## config.mk

```make
export PLATFORM = sky130hd
export DESIGN_NAME = riscv_lsu
export DESIGN_NICKNAME = d
export VERILOG_FILES = /design/src/rtl/riscv_lsu.sv
export SDC_FILE = /design/constraint.sdc
export NUM_CORES = 1
export LEC_CHECK = 0
export ABC_AREA = 1
export CAP_MARGIN = 20
export CORE_UTILIZATION = 25
export DETAILED_ROUTE_END_ITERATION = 16
export GPL_TIMING_DRIVEN = 1
export MAX_ROUTING_LAYER = met4
export PLACE_DENSITY_LB_ADDON = 0.2
export SLEW_MARGIN = 20
export SYNTH_ARGS = -nofsm -noshare
export SYNTH_HDL_FRONTEND = slang
export SYNTH_SLANG_ARGS = --single-unit
```

## constraint.sdc

```tcl
create_clock -name clk -period 3.8 [get_ports clk]
set_input_delay 0.76 -clock clk [delete_from_list [all_inputs] [get_ports clk]]
set_output_delay 0.76 -clock clk [all_outputs]
set_load 0.005 [all_outputs]
```

## src/rtl/riscv_lsu.sv

```systemverilog
// riscv_lsu: RISC-V load/store unit with a single outstanding memory access.
//
// Ports
//   clk, rst              single rising-edge clock, synchronous active-high reset
//   req_valid/req_ready   request handshake (ready only while idle)
//   req_is_load           1 = load, 0 = store
//   req_funct3            RISC-V load/store funct3 (size + signedness)
//   req_addr, req_wdata   byte address and right-aligned store data
//   resp_valid            one-cycle completion pulse, no backpressure
//   resp_rdata            extended load data (0 for stores and errors)
//   resp_err              00 ok, 01 misaligned, 10 timeout, 11 illegal funct3
//   mem_req..mem_wdata    memory request, held stable while waiting for ack
//   mem_ack, mem_rdata    memory completion and read data
//
// Each byte lane is handled by a riscv_lsu_lane instance: it computes its
// byte enable, its replicated write byte and its extended read byte.

module riscv_lsu_lane #(
   parameter int NUM_LANES = 4,
   parameter int OFFW      = 2,
   parameter int LANE      = 0
) (
   input  logic [OFFW-1:0]           offset,
   input  logic [3:0]                size_bytes,
   input  logic [NUM_LANES-1:0][7:0] wdata,
   input  logic [7:0]                rsh_byte,
   input  logic                      ext_bit,
   output logic                      be,
   output logic [7:0]                wbyte,
   output logic [7:0]                rbyte
);
   int off_i;
   int sz_i;

   always_comb begin
      off_i = int'(offset);
      sz_i  = int'(size_bytes);
      be    = (LANE >= off_i) && (LANE < off_i + sz_i);
      // size is a power of two, so lane modulo size is a mask
      wbyte = 8'h00;
      for (int j = 0; j < NUM_LANES; j++)
         if (j == (LANE & (sz_i - 1))) wbyte = wdata[j];
      rbyte = (LANE < sz_i) ? rsh_byte : {8{ext_bit}};
   end
endmodule

module riscv_lsu #(
   parameter int XLEN           = 32,
   parameter int TIMEOUT_CYCLES = 16
) (
   input  logic              clk,
   input  logic              rst,
   input  logic              req_valid,
   output logic              req_ready,
   input  logic              req_is_load,
   input  logic [2:0]        req_funct3,
   input  logic [XLEN-1:0]   req_addr,
   input  logic [XLEN-1:0]   req_wdata,
   output logic              resp_valid,
   output logic [XLEN-1:0]   resp_rdata,
   output logic [1:0]        resp_err,
   output logic              mem_req,
   output logic              mem_we,
   output logic [XLEN-1:0]   mem_addr,
   output logic [XLEN/8-1:0] mem_be,
   output logic [XLEN-1:0]   mem_wdata,
   input  logic              mem_ack,
   input  logic [XLEN-1:0]   mem_rdata
);
   localparam int NUM_LANES = XLEN / 8;
   localparam int OFFW      = $clog2(NUM_LANES);
   localparam logic [7:0] TMO_LAST = 8'(TIMEOUT_CYCLES - 1);

   typedef struct packed {
      logic            is_load;
      logic [2:0]      funct3;
      logic [XLEN-1:0] addr;
      logic [XLEN-1:0] wdata;
   } lsu_req_t;

   typedef enum logic [1:0] {IDLE, BUSY, RESP} state_t;

   state_t   state, state_nxt;
   lsu_req_t req_q;
   logic [1:0]      err_q;
   logic [XLEN-1:0] rdata_q;
   logic [7:0]      tmo_cnt;

   logic accept, ack_hit, tmo_hit, busy;
   logic illegal, misaligned;
   logic [3:0]      in_size;
   logic [OFFW-1:0] in_mask;

   logic [OFFW-1:0]           q_off;
   logic [3:0]                q_size;
   logic [NUM_LANES-1:0][7:0] rd_shift;
   logic [NUM_LANES-1:0][7:0] wd_lanes;
   logic                      sign_bit, ext_bit;
   logic [NUM_LANES-1:0]      be_v;
   logic [NUM_LANES-1:0][7:0] wdata_v;
   logic [NUM_LANES-1:0][7:0] rdata_v;

   // ---------------- request decode (incoming fields) ----------------
   always_comb begin
      illegal = 1'b1;
      if (req_is_load) begin
         case (req_funct3)
            3'b000, 3'b001, 3'b010, 3'b100, 3'b101: illegal = 1'b0;
            3'b011, 3'b110:                         illegal = (XLEN != 64);
            default:                                illegal = 1'b1;
         endcase
      end else begin
         case (req_funct3)
            3'b000, 3'b001, 3'b010: illegal = 1'b0;
            3'b011:                 illegal = (XLEN != 64);
            default:                illegal = 1'b1;
         endcase
      end
   end

   assign in_size    = 4'd1 << req_funct3[1:0];
   // an 8-byte size on a 32-bit unit truncates here, but it is illegal anyway
   assign in_mask    = OFFW'(in_size - 4'd1);
   assign misaligned = |(req_addr[OFFW-1:0] & in_mask);

   // ---------------- FSM ----------------
   always_ff @(posedge clk) begin
      if (rst) state <= IDLE;
      else     state <= state_nxt;
   end

   always_comb begin
      state_nxt = state;
      accept    = 1'b0;
      ack_hit   = 1'b0;
      tmo_hit   = 1'b0;
      case (state)
         IDLE: if (req_valid) begin
            accept    = 1'b1;
            state_nxt = (illegal || misaligned) ? RESP : BUSY;
         end
         BUSY: begin
            // ack wins over a timeout in the same cycle
            if (mem_ack) begin
               ack_hit   = 1'b1;
               state_nxt = RESP;
            end else if (tmo_cnt == TMO_LAST) begin
               tmo_hit   = 1'b1;
               state_nxt = RESP;
            end
         end
         RESP:    state_nxt = IDLE;
         default: state_nxt = IDLE;
      endcase
   end

   // ---------------- datapath registers ----------------
   always_ff @(posedge clk) begin
      if (rst) begin
         req_q   <= '0;
         err_q   <= 2'b00;
         rdata_q <= '0;
         tmo_cnt <= 8'd0;
      end else begin
         if (accept) begin
            req_q.is_load <= req_is_load;
            req_q.funct3  <= req_funct3;
            req_q.addr    <= req_addr;
            req_q.wdata   <= req_wdata;
            err_q         <= illegal ? 2'b11 : (misaligned ? 2'b01 : 2'b00);
            rdata_q       <= '0;
            tmo_cnt       <= 8'd0;
         end
         if (ack_hit) begin
            err_q   <= 2'b00;
            rdata_q <= req_q.is_load ? rdata_v : '0;
         end else if (tmo_hit) begin
            err_q   <= 2'b10;
            rdata_q <= '0;
            tmo_cnt <= tmo_cnt + 8'd1;
         end else if (busy) begin
            tmo_cnt <= tmo_cnt + 8'd1;
         end
      end
   end

   // ---------------- lane datapath (registered request) ----------------
   assign q_off    = req_q.addr[OFFW-1:0];
   assign q_size   = 4'd1 << req_q.funct3[1:0];
   assign rd_shift = mem_rdata >> {q_off, 3'b000};
   assign wd_lanes = req_q.wdata;

   // sign bit is the top bit of the highest byte of the access
   always_comb begin
      sign_bit = 1'b0;
      for (int j = 0; j < NUM_LANES; j++)
         if (j == int'(q_size) - 1) sign_bit = rd_shift[j][7];
   end
   assign ext_bit = sign_bit & ~req_q.funct3[2];

   for (genvar gi = 0; gi < NUM_LANES; gi++) begin : g_lane
      riscv_lsu_lane #(
         .NUM_LANES (NUM_LANES),
         .OFFW      (OFFW),
         .LANE      (gi)
      ) u_lane (
         .offset     (q_off),
         .size_bytes (q_size),
         .wdata      (wd_lanes),
         .rsh_byte   (rd_shift[gi]),
         .ext_bit    (ext_bit),
         .be         (be_v[gi]),
         .wbyte      (wdata_v[gi]),
         .rbyte      (rdata_v[gi])
      );
   end

   // ---------------- outputs ----------------
   // memory side is driven from the registered request, so it is stable
   // for the whole of BUSY and reads as zero everywhere else
   assign busy       = (state == BUSY);
   assign req_ready  = (state == IDLE);
   assign mem_req    = busy;
   assign mem_we     = busy & ~req_q.is_load;
   assign mem_addr   = busy ? {req_q.addr[XLEN-1:OFFW], {OFFW{1'b0}}} : '0;
   assign mem_be     = busy ? be_v : '0;
   assign mem_wdata  = busy ? wdata_v : '0;
   assign resp_valid = (state == RESP);
   assign resp_err   = resp_valid ? err_q : 2'b00;
   assign resp_rdata = resp_valid ? rdata_q : '0;
endmodule

```

==> flow_summary.yaml, run 1 <==
outcome:
  status: "completed"
route:
  viasPerCell: 4.483
  drt-initial-drc-count: 302
  vias: 6334
  wl_um: 20630
  ant_nets: 0
  first_pass_iters: 5
  wire_per_inst_um: 14.60
  drcViolationCount: 0
timing:
  timing.fmax_mhz: 285.9
  tightest_slew_ns: 0.6531
  finalCritPeriodShare_pct: 92.05
  skew_ns: 0.01231
  period_needed_ns: 3.498
  fin_setup_tns_ns: 0
  max_slew_margin_pct: 56.40
  finalHoldViolCount: 0
  maxSlewViolCount: 0
  setup_viol: 0
  rsz0062_at_grt: "no"
clocking:
  numCtsBuffers: 9
  h-tree-depth: 3
  cts_tree: "done"
  postCtsSetupRepairBufs: 0
  cts_root_buffer: "clkbuf_16"
  clock_tree.buffer_depth: 2
  clk_latency_ns: 0.36
  clk_pin_slew_ns: 0.09
  clock-sinks: 112
pwr:
  peakVddDrop_mv: 0.1969
  power.leakage_nw: 3.120
  powerDensity_mw_per_mm2: 336.1
worst_setup_path:
  rrSetupSlack_ns: 1.47
  crit_type: "reg2out"
  crit_chain: "inv_4, nand2_4, xor2_1, inv_1, ha_1, o21bai_1, xor2_1, nor2_1, inv_1, nor2_1, nor3_1, clkdlybuf4s50_1"
  max_stage_delay_ns: 0.63
  crit_buf_inv: 4
  cp_max_fo: 9
  arrival_ns: 2.74
  reg2reg_depth: 11
  timing.rr.end: "rdata_q[28]"
  critical_path_required_ns: 3.04
  critPathSlowestCell: "clkdlybuf4s50_1"
  r2r_start: "state[0]"
  crit_start: "req_q[65]"
  worst_setup_path_end_kind: "output port"
  start_kind: "flop"
  critPathTopFamily: "buffers and inverters"
floorplanning:
  die_h_um: 157.3
  core_mm2: 0.02354
  start_util_pct: 25.60
  die-area_mm2: 0.02473
  ios: 210
  row_count: 56
  die_x_um: 157.3
final_layout:
  stdcell_count: 1413
  nets: 1197
  drive_above_1_share_pct: 7.319
  layout_common_cells: "clkdlybuf4s50_1 (206), nor2_1 (160), nand2_1 (125)"
  areaGrowthSynthToFinish_pct: 43.54
  final_common_cell: "clkdlybuf4s50_1"
synthesis:
  ys_seq_area_share_pct: 37.21
  ys.flop_type: "dfxtp_1"
  postSynth.asyncResetShare_pct: 0
  synth_edf_count: 0
  ys_seq_elements: 112
  synth_area_leaders: "dfxtp_1 (37%), a21oi_1 (10%), nor2_1 (10%)"
  yosys_warnings: 0
  avgSynthCellArea_um2: 6.557
  syn_inst: 919
  netlist_area_mm2: 0.006026
  synth_top_area_share_pct: 37.21
  yosysUniqueCellTypes: 41
  synth_top_area_cell: "dfxtp_1"
grt:
  antenna_found_initial: 1
  grt_pass1_vias: 6125
  grt_pass1_wl_um: 32400
  overflow: 0
  grt_max_degree: 118
  grtUsageTotal_pct: 17.34
hold_path:
  hp-start: "req_q[62]"
  min_to: "req_q[62]"
  min_path_cells: 2
  hp-class: "reg2reg"
place:
  dpl.cell_count: 1396
  place_hpwl_um: 14920
  finalWeightedCongestion: 0.8486
  port_buffers: 207
job:
  drv_cap: 0
## Yosys cell counts (5+ instances only)
library cell and count:
nor2_1 160, nand2_1 125, a21oi_1 122, dfxtp_1 112
o21ai_0 107, inv_1 99, clkbuf_1 43, nand3_1 26
nand2_2 15, o211ai_1 11, a21oi_2 10, buf_2 10
a31oi_1 8, inv_2 8, buf_1 7, mux2i_1 7
nor3_1 6, buf_4 5, ha_1 5
## state kept, by name, summed over array words and instances (netlist names)
signal / cells
tmo_cnt: 8
req_q: 34
err_q: 2
wd_lanes: 32
state: 2
rdata_q: 32
q_off: 2
## cell type report
class                           count  area, um^2
Clock buffer                        9       225.2
Clock inverter                      7       85.08
Tap cell                          319       399.1
Multi-Input combinational cell    632        3074
Timing Repair Buffer              224        2207
Fill cell                        2652       14890
Antenna cell                        1       2.502
Sequential cell                   112        2245
Inverter                          109       411.6
## metal layers
layer	share of wire [%]	global-route usage, %
met5	0	-
met4	1.5	4.669
met1	47	21.81
met2	44	27.54
met3	7.4	4.268
## worst max path at each step
stage | to | slack, ns | cells past startpoint
4_1_cts | mem_be[1] | 0.11 | 12
2_1_floorplan | mem_be[2] | 1.17 | 11
6_report | mem_be[1] | 0.30 | 12
3_3_place_gp | mem_be[1] | 0.61 | 11
3_5_place_dp | mem_be[1] | 0.51 | 12
5_1_grt | mem_be[1] | 0.13 | 12
## worst reg2reg max path, cell delays in order, from the launching register on
cell	delay [ns]
dfxtp_1	0.33
inv_1	0.07
nor2_2	0.03
buf_4	0.21
inv_2	0.52
nor2_4	0.15
inv_2	0.15
nor2_2	0.08
nor3_4	0.09
buf_4	0.36
nand2_1	0.13
a21oi_2	0.15
## report_power, final
group / internal, W / switching, W
Combinational: 0.000256 / 0.000375
Clock: 0.000474 / 0.000514
Sequential: 0.00125 / 0.0000418
Total: 0.00198 / 0.000932
## cell families (layout without fill, tap and decap cells)
group           Yosys count  after routing  share of synthesized area, %
buf+inv                 176            349                         11.92
compound gates          269            269                         24.00
simple gates            346            346                         24.17
xor+xnor                  3              3                        0.4361
mux                       7              7                         1.163
other cells               1              3                       0.06223
fa+ha+maj                 5              5                         1.038
flops                   112            112                         37.21
## what timing repair did
item                       4_1_cts  5_1_grt
setup endpoints to repair        0        1
gates resized for setup          0        2
hold buffers                     0        0
## through the flow
| stage | utilization [%] | instance area (um^2) | power [W] | setup slack [ns] | hold slack [ns] |
|---|---|---|---|---|---|
| after CTS | 36.72 | 8645 | 0.002955 | 0.1073 | 0.4606 |
| after floorplan | - | 6030 | 0.001695 | 1.168 | 0.4300 |
| after global placement | 35.40 | 8334 | 0.001950 | 0.6131 | 0.4412 |
| after global routing | 36.74 | 8650 | 0.003084 | 0.1306 | 0.4700 |
| final | 36.74 | 8650 | 0.002907 | 0.3021 | 0.4570 |
| after detailed placement | 35.40 | 8334 | 0.001953 | 0.5121 | 0.4459 |
No activity file was read; power rests on OpenSTA's default activity.
==> run 2, diff against run 1 <==
Settings changed: CTS_CLUSTER_DIAMETER set to 200.
==> results of run 2 <==
No change in the layout: final DEF, timing and power equal those of run 1.
